**src/rtl/valid_ready_pkg.sv**
```systemverilog
// Shared constants for the valid/ready group stream (splitter and 4-sample receivers).
package valid_ready_pkg;

  localparam int unsigned DATA_W = 8;
  localparam int unsigned BEATS  = 4;
  localparam int unsigned CNT_W  = $clog2(BEATS);
  localparam int unsigned SUM_W  = DATA_W + CNT_W;

endpackage

```
**src/rtl/valid_ready_split_word_sum.sv**
```systemverilog
// word_sum: combinational sum of the BEATS slices of a packed word.
// Only built when SPLIT_SUM_EN is defined.
`ifdef SPLIT_SUM_EN
module word_sum #(
  parameter int unsigned DATA_W = valid_ready_pkg::DATA_W,
  parameter int unsigned BEATS  = valid_ready_pkg::BEATS
) (
  input  logic [BEATS*DATA_W-1:0]          word,
  output logic [DATA_W+$clog2(BEATS)-1:0]  sum
);

  localparam int unsigned SUM_W = DATA_W + $clog2(BEATS);

  // The result is wide enough that BEATS full-scale slices cannot overflow.
  always_comb begin
    sum = '0;
    for (int k = 0; k < int'(BEATS); k++) begin
      sum = sum + SUM_W'(word[k*DATA_W +: DATA_W]);
    end
  end

endmodule
`endif

```
**src/rtl/valid_ready_split.sv**
```systemverilog
// valid_ready_split: width-down transmitter, one BEATS-sample word in, one sample per beat out (LSB slice first).
// Optional feature macro: SPLIT_SUM_EN adds the registered sum_b output.
module valid_ready_split #(
  parameter int unsigned DATA_W = valid_ready_pkg::DATA_W,
  parameter int unsigned BEATS  = valid_ready_pkg::BEATS
) (
  input  logic                            clk,
  input  logic                            rst,
  input  logic [BEATS*DATA_W-1:0]         data_in,
  input  logic                            valid_a,
  output logic                            ready_a,
  output logic                            valid_b,
  input  logic                            ready_b,
  output logic [DATA_W-1:0]               data_out,
  output logic                            last_b
`ifdef SPLIT_SUM_EN
  ,
  output logic [DATA_W+$clog2(BEATS)-1:0] sum_b
`endif
);

  localparam int unsigned CNT_W  = $clog2(BEATS);
  localparam int unsigned WORD_W = BEATS * DATA_W;

  logic [WORD_W-1:0] shreg_q, shreg_d;
  logic [CNT_W-1:0]  cnt_q, cnt_d;
  logic              valid_d;
  logic              last_d;
  logic [DATA_W-1:0] data_d;
  logic              up_fire;
  logic              dn_fire;

  // A new word is taken when idle or in the same cycle the last beat leaves.
  assign ready_a = ~rst & (~valid_b | (ready_b & last_b));
  assign up_fire = valid_a & ready_a;
  assign dn_fire = valid_b & ready_b;

  always_comb begin
    shreg_d = shreg_q;
    cnt_d   = cnt_q;
    valid_d = valid_b;
    last_d  = last_b;
    data_d  = data_out;
    if (up_fire) begin
      shreg_d = data_in;
      cnt_d   = '0;
      valid_d = 1'b1;
      last_d  = 1'b0;
      data_d  = data_in[DATA_W-1:0];
    end else if (dn_fire) begin
      if (last_b) begin
        valid_d = 1'b0;
        last_d  = 1'b0;
      end else begin
        // shreg keeps the current beat in slice 0, so slice 1 is the next beat.
        shreg_d = shreg_q >> DATA_W;
        data_d  = shreg_q[DATA_W +: DATA_W];
        cnt_d   = cnt_q + CNT_W'(1);
        last_d  = (cnt_d == CNT_W'(BEATS - 1));
      end
    end
  end

  always_ff @(posedge clk or posedge rst) begin
    if (rst) begin
      shreg_q  <= '0;
      cnt_q    <= '0;
      valid_b  <= 1'b0;
      last_b   <= 1'b0;
      data_out <= '0;
    end else begin
      shreg_q  <= shreg_d;
      cnt_q    <= cnt_d;
      valid_b  <= valid_d;
      last_b   <= last_d;
      data_out <= data_d;
    end
  end

`ifdef SPLIT_SUM_EN
  localparam int unsigned SUM_W = DATA_W + CNT_W;

  logic [SUM_W-1:0] sum_c;

  word_sum #(
    .DATA_W (DATA_W),
    .BEATS  (BEATS)
  ) u_word_sum (
    .word (data_in),
    .sum  (sum_c)
  );

  // Sum is captured with the word and held for all of its beats.
  always_ff @(posedge clk or posedge rst) begin
    if (rst) begin
      sum_b <= '0;
    end else if (up_fire) begin
      sum_b <= sum_c;
    end
  end
`endif

endmodule

```
**config.mk**
```make
export PLATFORM = sky130hd
export DESIGN_NAME = valid_ready_split
export DESIGN_NICKNAME = d
export VERILOG_FILES = /design/src/rtl/valid_ready_pkg.sv /design/src/rtl/valid_ready_split_word_sum.sv /design/src/rtl/valid_ready_split.sv
export SDC_FILE = /design/constraint.sdc
export NUM_CORES = 1
export LEC_CHECK = 0
export ABC_CLOCK_PERIOD_IN_PS = 1600
export CAP_MARGIN = 20
export CORE_MARGIN = 10
export CORE_UTILIZATION = 46
export CTS_CLUSTER_DIAMETER = 80
export CTS_CLUSTER_SIZE = 20
export DETAILED_ROUTE_END_ITERATION = 10
export GPL_ROUTABILITY_DRIVEN = 0
export GPL_TIMING_DRIVEN = 0
export PLACE_DENSITY = 0.75
export SLEW_MARGIN = 20
export SYNTH_ARGS = -nofsm -noshare
export SYNTH_HDL_FRONTEND = slang
export SYNTH_SLANG_ARGS = --single-unit
```
**constraint.sdc**
```tcl
create_clock -name clk -period 1.6 [get_ports clk]
set_input_delay 0.4 -clock clk [delete_from_list [all_inputs] [get_ports clk]]
set_output_delay 0.4 -clock clk [all_outputs]
set_load 0.05 [all_outputs]
```
==> results of run 1 <==
-- critical path, stage by stage --
cell,delay [ns]
clkdlybuf4s50_1,0.46
nand2b_1,0.05
buf_4,0.18
a22o_2,0.28
buf_4,0.18
a221o_1,0.31
-- cell usage in the layout, fill, tap and decap left out, types with 2 or more instances in the layout --
master,synthesis,layout
and2_1,12,12
a22o_1,9,8
buf_2,5,10
buf_4,8,11
dfrtp_1,36,34
clkbuf_2,1,3
clkbuf_4,0,6
a21oi_1,9,9
a221o_1,17,17
o32ai_1,7,7
nor2_4,1,2
nor2_1,7,6
clkbuf_1,2,2
clkdlybuf4s50_1,0,33
inv_1,10,9
dfrtp_2,0,2
nand2b_1,2,2
nand2_1,7,7
buf_6,1,3
-- sequential cells by signal (all words and copies together), names as in the netlist --
| name | flops |
|---|---|
| shreg_q | 25 |
| data_out | 7 |
| cnt_q | 2 |
| last_b | 1 |
| valid_b | 1 |
-- cells in the mapped netlist (all sizes together) --
cell type / n / area share
nor2: 8 / 0.023
clkbuf: 3 / 0.0077
ha: 1 / 0.0077
buf: 14 / 0.060
a21oi: 9 / 0.028
a211oi: 1 / 0.0046
inv: 10 / 0.023
a21boi: 1 / 0.012
dfrtp: 36 / 0.56
and3b: 1 / 0.0054
nand3b: 1 / 0.0046
a221o: 17 / 0.11
nand4b: 1 / 0.0054
and2: 12 / 0.046
o32ai: 7 / 0.038
a22o: 9 / 0.049
nand2b: 2 / 0.0077
nand2: 7 / 0.016
-- repair_timing --
action,CTS,global route
setup endpoints to repair,44,33
gates resized for setup,45,20
buffers inserted,1,1
pin swaps,1,0
cloned,0,0
hold endpoints to repair,0,0
-- cell families (layout without fill, tap and decap cells) --
group / after synthesis / after routing / share of synthesized area
compound gates: 44 / 44 / 0.236
flops: 36 / 36 / 0.557
simple gates: 32 / 32 / 0.109
buf+inv: 27 / 81 / 0.0905
fa+ha+maj: 1 / 1 / 0.00773
-- routing by layer --
| layer | routed length, um | GRT usage | vias to the layer above |
|---|---|---|---|
| li1 | - | - | 611 |
| met1 | 1780 | 0.166 | 651 |
| met2 | 2010 | 0.211 | 58 |
| met3 | 328 | 0.0529 | 6 |
| met4 | 48 | 0.0430 | 0 |
| met5 | 0 | 0 | - |
-- worst max-delay path by stage --
| stage | from | end | slack (ns) | cells after the start |
|---|---|---|---|---|
| 2_1_floorplan | valid_b | data_out[0] | -0.01 | 4 |
| 3_3_place_gp | rst | ready_a | -0.59 | 3 |
| 4_1_cts | valid_b | ready_a | -0.04 | 3 |
| 3_5_place_dp | rst | ready_a | -0.64 | 3 |
| 6_report | valid_a | shreg_q[13] | -0.03 | 6 |
| 5_1_grt | valid_a | shreg_q[13] | -0.06 | 6 |
-- cell type report --
type                            count  area, um2  area share
Sequential cell                    36        903       0.415
Multi-Input combinational cell     77        579       0.266
Timing Repair Buffer               47        418       0.192
Buffer                             16        120      0.0552
Clock buffer                        8       58.8      0.0270
Tap cell                           46       57.6      0.0265
Inverter                           10       37.5      0.0173
-- power by group --
group / switching [mW] / internal (mW) / leakage (nW)
clock: 0.288 / 0.217 / 0.0326
combinational: 1.13 / 0.822 / 0.545
sequential: 0.228 / 1.30 / 0.454
total: 1.64 / 2.34 / 1.03
==> metrics, run 1 <==
Design Power 3.98 mW; leakage power 1.03 nW; HPWL after DPL 3.03 mm; Slew Viols, Final 0; Layout Utilization 0.647; Final Cycle Share 1.02; Final Hold Vio Count 0; reg2reg path depth 5; DRT iter0 DRCs 121; Area growth syn-to-layout 34.4%; IO Pins 47; Initial Utilization 0.481; die height 79.3 um; # rows 21; First-pass DRT Iterations 4; failing checks negative setup slack; Achievable Freq 0.612 GHz; setup violators final 12; full die area 6290 um2; Rel. slew slack 0.509; worst hold slack 0.389 ns; largest net degree at the start of global routing 37; Post-CTS Hold Fix Bufs 0; CTS clk-pin slew, worst paths 0.11 ns; critical-path maximum fanout 10; Die X 79.3 um; placed cell count 231; Clock Path Buffers 2; worst min path class in -> async; CTS root buffer clkbuf_4; fin nets 230; Finished Layout Cells 240; number of fill cells 310; Vias/cell 5.53; Synth Warn # 0; initial antenna violation count 0; final wirelength 4.17 mm; DRC viols 0; CP startpoint kind input port; synth unique cells 22; worst clock skew 0.00553 ns; Avg Synthesized Cell Area 11.6 um2; post-route cell area 2170 um2; Cell Pwr Density 1830 nW/um2; Mapped Area 1620 um2; worst path required time 1.82 ns; RR Startpoint last_b; Max Cap Violations 0; Port Buf Inserts 45; first-pass GRT wire length 6.72 mm; total gr overflow 0; Setup Slack @ Placement -0.641 ns; Synth Net Count 177; crit path DAT 1.85 ns; clock latency on the worst-skew pair 0.33 ns; sequential share of the synthesized area 0.557; Tmin final 1.63 ns; crit end category register; Setup CP Type in -> reg; DRT antenna net count 0; FF+latch count, synth 36; FF-to-FF setup slack 0.05 ns; Syn Inst Count 140; worst setup margin -0.0340 ns; H-tree levels 2; GRT Overall Usage 0.135; outcome finished with violations; CTS tree done; Routed WL per cell 17.4 um; vias 1326; reg-to-reg critical path endpoint shreg_q[8]; post-placement cell area 2140 um2; Least-Margin Pin Slew 0.736 ns; RSZ-0062 raised after global routing yes; CTS Sinks 36; Antenna diodes 0; Core ar. 3360 um2; clock buffer count from CTS 5; setup TNS -0.215 ns; vias in the first global route 1384; Worst VDD drop 0.00112 V; share of layout cells above drive strength 1 0.216
(Power assumes the default switching activity.)
==> run 2: changes to the inputs <==
Settings changed: CORE_MARGIN 10 to 2, SETUP_SLACK_MARGIN set to 0.4.
==> run 2 against run 1 <==
Compared with the run above: the flow still finishes with violations (negative setup slack); critical path depth fell by 3; sequential power barely moved; die area fell by 36%; worst setup slack got worse by 0.018 ns; hold slack improved by 0.020 ns; largest power group unchanged.
==> metrics, run 2 (same netlist as run 1, synthesis figures left out) <==
initial antenna violation count 0 (unchanged); Routed WL per cell 17.1 um (-1.6%); Rel. slew slack 0.488 (-0.0206); worst min path class in -> async; Area growth syn-to-layout 70.3%; commonest non-fill, non-tap cell in the layout dfrtp_1; vias 1467 (+11%); worst setup margin -0.0516 ns (-0.0175 ns); Cell Pwr Density 1910 nW/um2 (+4.1%); Final Hold Vio Count 0 (unchanged); critical-path maximum fanout 4 (-6); Tmin final 1.65 ns (+0.0175 ns); CP startpoint kind register; Core ar. 3360 um2 (unchanged); max FFs per register 25 (unchanged); most frequent cells in the layout 34 x dfrtp_1, 32 x clkdlybuf4s50_1, 26 x buf_4; Port Buf Inserts 45 (unchanged); DRT iter0 DRCs 77 (-36%); full die area 4010 um2 (-36%); die height 63.3 um (-20%); Post-CTS Hold Fix Bufs 0 (unchanged); CTS clk-pin slew, worst paths 0.10 ns (about the same); Vias/cell 5.39 (-2.4%); register area 906 um2 (+0.28%); total gr overflow 0 (unchanged); largest net degree at the start of global routing 37 (unchanged); Max Cap Violations 0 (unchanged); Setup CP Type reg -> out; DRT antenna net count 0 (unchanged); clock buffer count from CTS 5 (unchanged); Least-Margin Pin Slew 0.766 ns (+0.0303 ns); leakage power 1.27 nW (+23%); worst path required time 1.20 ns (-0.62 ns); RSZ-0062 raised after global routing yes; Slew Viols, Final 0 (unchanged); Clock Path Buffers 2 (unchanged); failing checks negative setup slack; DRC viols 0 (unchanged); First-pass DRT Iterations 4 (unchanged); vias in the first global route 1402 (+1.3%); Antenna diodes 0 (unchanged); setup violators final 1 (-11); final wirelength 4.65 mm (+11%); Final Cycle Share 1.03 (+0.0110); number of fill cells 199 (-36%); fin nets 262 (+14%); CTS Sinks 36 (unchanged); clock latency on the worst-skew pair 0.34 ns (about the same); CTS root buffer clkbuf_4; CTS tree done; first-pass GRT wire length 6.49 mm (-3.4%); largest registers shreg_q (25), data_out (7), cnt_q (2); crit end category output port; H-tree levels 2 (unchanged); area of the multi-input gates 719 um2 (+24%); worst clock skew 0.00353 ns (-0.00200 ns); outcome finished with violations; HPWL after DPL 2.50 mm (-18%); GRT Overall Usage 0.213 (+0.0780); Die X 63.3 um (-20%); Reg with most FFs shreg_q; share of layout cells above drive strength 1 0.385 (+0.168); # rows 21 (unchanged); Layout Utilization 0.819 (+0.173); crit path DAT 1.25 ns (-0.60 ns); Initial Utilization 0.481 (unchanged); Worst VDD drop 0.00109 V (-2.3%); worst hold slack 0.409 ns (+0.0202 ns); Achievable Freq 0.605 GHz (-1.1%); IO Pins 47 (unchanged)
[run 2: cell types whose count changed in the layout (fill, tap and decap cells not counted), moves of 7 or more]
| cell | delta |
|---|---|
| buf_8 | +14 |
| buf_6 | +13 |
| buf_4 | +15 |
| o32ai_1 | -7 |
| buf_2 | -10 |
[run 2: layer usage]
metal,up-vias,global-route usage,routed length (um),part of all wire
met3,13,0.0768,286,0.062
met1,724,0.265,1900,0.41
li1,681,-,-,-
met4,0,0.103,106,0.023
met2,49,0.330,2350,0.51
met5,-,0,0,0
[run 2: repair_timing]
item	in CTS	in global routing
endpoints found under the setup margin	47	46
pin swaps	1	7
setup buffers	11	19
gates cloned	1	2
resized for setup	104	39
endpoints found under the hold margin	0	0
[run 2: stage by stage]
stage | power, mW | cells | instance area (um2) | worst slack [ns] | TNS, ns
floorplan | 2.98 | 140 | 1650 | 0.0441 | 0
global placement | 3.48 | 231 | 2160 | -0.628 | -17.96
detailed placement | 3.55 | 231 | 2160 | -0.653 | -19.50
CTS | 4.47 | 251 | 2390 | -0.0719 | -0.225
global route | 5.53 | 272 | 2760 | -0.0921 | -0.122
finish | 5.25 | 272 | 2760 | -0.0516 | -0.0516
[run 2: path summary, 6_finish.rpt]
check,to,slack (ns),from,depth (start not counted)
max reg2reg,shreg_q[9],0.03,valid_b,5
max,ready_a,-0.05,valid_b,3
min reg2reg,shreg_q[24],0.51,shreg_q[24],1
min,shreg_q[28],0.41,rst,2
min in group clk,last_b,0.44,ready_b,3
max in group asynchronous,valid_b,0.71,rst,2
[run 2: area by class of cell]
cell class,count,share of cell area
Multi-Input combinational cell,78,0.261
Inverter,10,0.0150
Clock buffer,7,0.0163
Tap cell,46,0.0209
Timing Repair Buffer,77,0.287
Clock inverter,1,0.00182
Buffer,17,0.0686
Sequential cell,36,0.329
[run 2: report_power, final]
group	total (mW)	internal [mW]	switching (mW)
logic	3.23	1.75	1.49
registers	1.55	1.30	0.250
clock network	0.463	0.171	0.292
total	5.25	3.22	2.03
[run 2: critical path, cell delays in order (launching register included)]
cell and delay [ns]:
dfrtp_4 0.51, a21boi_4 0.16, nor2_4 0.08, buf_6 0.16
==> patch 1: new RTL, settings of run 1 <==
`BEATS`: 4 -> 2.
--- a/src/rtl/valid_ready_pkg.sv
+++ b/src/rtl/valid_ready_pkg.sv
@@ -2,7 +2,7 @@
 package valid_ready_pkg;
 
   localparam int unsigned DATA_W = 8;
-  localparam int unsigned BEATS  = 4;
+  localparam int unsigned BEATS  = 2;
   localparam int unsigned CNT_W  = $clog2(BEATS);
   localparam int unsigned SUM_W  = DATA_W + CNT_W;
 
Ports: changed (resized data_in); port bits go from 47 to 31. No check against the original RTL was run, so the function may have changed too.
==> patch 1 against run 1 <==
- total power is 34% lower
- sequential cell count is 17 lower
- cell area is 34% lower
- non-clock buffer count is 19 lower
- setup slack better by 0.060 ns
- register-to-register slack worse by 0.02 ns
- routed wire length is 50% lower
- synthesized area is 40% lower
- highest routed layer unchanged
==> patch 1: results <==
{
  "status": "finished clean",
  "final_nets": 140,
  "numCtsBuffers": 3,
  "syn_area_per_cell_um2": 11.8,
  "routedWlPerCell_um": 14.4,
  "dr_wl_met3_um": 152,
  "vias": 679,
  "ys_top_cells_by_count": "dfrtp_1 (19), mux2_2 (16), nand2_1 (11)",
  "grt_usage": 0.0970,
  "swShare": 0.410,
  "met1_usage": 0.101,
  "m1WireLength_um": 891,
  "crit_slowest_cell": "dfrtp_2",
  "vdd_ir_drop_max_mv": 1.05,
  "critical_path.max_fanout": 5,
  "portBuffers": 30,
  "syn_nets": 102,
  "synth_warnings": 0,
  "drive_gt1_frac": 0.437,
  "synth_cell_types": 15,
  "cp_top_family": "flip-flops",
  "fill_cells": 151,
  "cp.arrival_ns": 1.76,
  "grt_pass1_wl_mm": 3.32,
  "yosysSeqAreaShare": 0.491,
  "hpwl_mm": 1.50,
  "skew_ns": 0.00357,
  "top_regs": "shreg_q: 9 flops, data_out: 7 flops",
  "gr-usage-met2": 0.171,
  "use_met3": 0.0390,
  "synthTopCellsByArea": "dfrtp_1 (49%), mux2_2 (19%), mux2i_1 (8.3%), buf_4 (6.2%), nand2_1 (4.3%)",
  "cts_htree_levels": 1,
  "worst_pin_slew_ns": 0.719,
  "drtIter0Drc": 16,
  "p_leak_nw": 0.674
}
patch 1: changes by cell type after synthesis, sizes merged, moves of 3 or more:
cell | before | now
a21oi | 9 | 2
a221o | 17 | 0
a22o | 9 | 0
and2 | 12 | 0
buf | 14 | 11
clkbuf | 3 | 0
dfrtp | 36 | 19
mux2 | 0 | 16
mux2i | 0 | 8
nand2 | 7 | 11
nor2 | 8 | 1
o32ai | 7 | 0
patch 1: logic make-up (layout without fill, tap and decap cells):
| group | after synthesis | in the layout | share of synthesized area |
|---|---|---|---|
| buffers and inverters | 20 | 57 | 0.125 |
| AO/OA/AOI/OAI | 3 | 3 | 0.0220 |
| AND/OR/NAND/NOR | 16 | 16 | 0.0930 |
| multiplexers | 24 | 24 | 0.269 |
| flip-flops | 19 | 19 | 0.491 |
patch 1: worst reg2reg max path, delay by kind of cell, from the launching register on:
kind	cells	cell delay, ns
DFF	1	0.45
muxes	1	0.34
buffers and inverters	2	0.32
and+or+nand+nor	1	0.20
AOI/OAI and AO/OA	1	0.16
patch 1: per-stage QoR:
step                hold slack [ns]  area (µm²)
finish                        0.452        1430
global route                  0.494        1430
CTS                           0.453        1360
detailed placement            0.510        1310
global placement              0.501        1310
floorplan                     0.351         978
patch 1: power by group through the flow:
| stage | Sequential [mW] | Clock [mW] | Combinational [mW] |
|---|---|---|---|
| after CTS | 0.841 | 0.254 | 1.47 |
| final | 0.839 | 0.241 | 1.53 |
| after detailed placement | 0.847 | 0 | 1.48 |
| after global placement | 0.835 | 0 | 1.45 |
| after floorplan | 0.898 | 0 | 1.02 |
| after global routing | 0.868 | 0.271 | 1.64 |
patch 1: final timing paths:
check / startpoint / to / slack [ns] / cells past startpoint
max in group asynchronous: rst / valid_b$_DFFE_PP0P_ / 0.65 / 2
max: valid_b$_DFFE_PP0P_ / data_out[4]$_DFFE_PP0P_ / 0.03 / 5
min reg2reg: cnt_q$_DFFE_PP0P_ / cnt_q$_DFFE_PP0P_ / 0.52 / 2
min in group clk: cnt_q$_DFFE_PP0P_ / cnt_q$_DFFE_PP0P_ / 0.52 / 2
max reg2reg: valid_b$_DFFE_PP0P_ / data_out[4]$_DFFE_PP0P_ / 0.03 / 5
min: rst / data_out[4]$_DFFE_PP0P_ / 0.45 / 2
patch 1: layout make-up:
class / count / area share
flip-flops and latches: 19 / 0.335
clock inverters: 1 / 0.00351
plain buffers: 11 / 0.0676
multi-input cells: 43 / 0.278
inverters: 9 / 0.0237
clock buffers: 3 / 0.0158
well taps: 27 / 0.0237
repair buffers: 33 / 0.252
patch 1: what timing repair did:
item,in CTS,in global routing
setup buffers,1,0
setup endpoints to repair,27,17
pin swaps,1,0
gates resized for setup,39,8
gates cloned,0,2
==> patch 2: new RTL, settings of run 1 <==
Without the edit above. Take the reset off `data_out` and load it in a clocked block of its own.
--- a/src/rtl/valid_ready_split.sv
+++ b/src/rtl/valid_ready_split.sv
@@ -67,14 +67,16 @@
       cnt_q    <= '0;
       valid_b  <= 1'b0;
       last_b   <= 1'b0;
-      data_out <= '0;
     end else begin
       shreg_q  <= shreg_d;
       cnt_q    <= cnt_d;
       valid_b  <= valid_d;
       last_b   <= last_d;
-      data_out <= data_d;
     end
+  end
+
+  always_ff @(posedge clk) begin
+    data_out <= data_d;
   end
 
 `ifdef SPLIT_SUM_EN
Function: differs if rst is asserted again (counterexample within 4 cycles, from zero or initial values and one cycle with rst high); with rst held inactive, the same outputs for 10 cycles.
==> patch 2 against run 1 <==
- the run still ends with negative setup slack left
- global-route usage grew 0.28 points
- total power grew 0.16%
- fmax grew 1.6%
- synthesized area grew 2.6%
- sequential cell count is the same
- synthesized cell count grew 2.9%
- largest power group unchanged
- cell area grew 6.6%
- setup slack gained 0.025 ns
- routed wire length shrank 0.26%
==> patch 2: results <==
{
  "skew_ns": 0.00941,
  "dp_cells": 236,
  "violations": "negative setup slack",
  "insertion_delay_ns": 0.34,
  "yosysSeqAreaShare": 0.567,
  "vdd_ir_drop_max_mv": 0.739,
  "clkTransAtPathRegs_ns": 0.09,
  "cts-root-buf": "clkbuf_4",
  "dp_slack_ns": -0.822,
  "synth_cell_types": 26,
  "cp.arrival_ns": 1.21,
  "cp_top_family": "flip-flops",
  "hpwl_mm": 3.10,
  "critical_path.max_stage_delay_ns": 0.45,
  "setup_ws_ns": -0.00893,
  "status": "finished, violations left",
  "routedWlPerCell_um": 16.8,
  "syn_to_final_growth_pct": 39.7,
  "grt_max_degree": 38,
  "cts_setup_buffers": 4,
  "placed_area_um2": 2190,
  "worstHoldPathType": "flip-flop to flip-flop",
  "setup_viol": 1,
  "worst_pin_slew_ns": 0.483,
  "grt_pass1_vias": 1383,
  "instances_no_fill": 247,
  "drtIter0Drc": 102,
  "synthCells": 144,
  "ctsResizeCount": 43,
  "syn_nets": 181,
  "crit_slowest_cell": "dfrtp_2",
  "grt_pass1_wl_mm": 6.84,
  "reg2reg_depth": 4,
  "cts_buffer_depth": 2,
  "synth-edff-count": 8,
  "grt_usage": 0.138,
  "ys_top_cells_by_count": "dfrtp_1 (28), nand4_1 (20), o21ai_1 (20)",
  "critical_path.max_fanout": 7,
  "synthTopCellsByArea": "dfrtp_1 (42%), edfxtp_1 (14%), nand4_1 (7.5%), mux2i_1 (7.2%), o21ai_1 (6.0%)",
  "cts_htree_levels": 2,
  "setup_tns_ns": -0.00893,
  "drive_gt1_frac": 0.214
}
==> patch 2: cells by family after synthesis <==
family / Yosys count / synth area share
xor gates and xnor gates: 1 / 0.00528
and+or+nand+nor: 42 / 0.143
buffers and inverters: 15 / 0.0445
AOI/OAI and AO/OA: 29 / 0.106
DFF: 36 / 0.567
adders and majority gates: 1 / 0.00754
muxes: 20 / 0.127
==> patch 2: area by class of cell <==
class                   instances  area [µm²]
inverters                       3        11.3
repair buffers                 50         469
fillers                       281        1100
well taps                      46        57.6
flip-flops and latches         36         943
multi-input cells              93         697
plain buffers                  11        71.3
clock buffers                   8        68.8
==> patch 2: per-layer routing <==
metal,part of all wire,track usage
met5,0,0
met4,0.018,0.0634
met3,0.063,0.0479
met2,0.47,0.232
met1,0.44,0.153
==> patch 2: report_power, final <==
| group | switching [mW] | total [mW] | leakage (nW) | internal [mW] |
|---|---|---|---|---|
| sequential | 0.218 | 1.58 | 0.438 | 1.36 |
| combinational | 1.09 | 1.87 | 0.506 | 0.780 |
| clock | 0.284 | 0.543 | 0.0386 | 0.258 |
==> patch 2: worst paths after layout <==
| kind | from | to | slack [ns] |
|---|---|---|---|
| worst max-delay path | valid_b$_DFFE_PP0P_ | ready_a | -0.009 |
| worst min-delay path | shreg_q[9]$_DFFE_PP0P_ | shreg_q[9]$_DFFE_PP0P_ | 0.52 |
| worst max register to register | valid_b$_DFFE_PP0P_ | data_out[6]$_DFFE_PP_ | 0.04 |
| worst min register to register | shreg_q[9]$_DFFE_PP0P_ | shreg_q[9]$_DFFE_PP0P_ | 0.52 |
| max in group asynchronous | rst | last_b$_DFFE_PP0P_ | 0.61 |
| min in group asynchronous | rst | shreg_q[16]$_DFFE_PP0P_ | 0.64 |
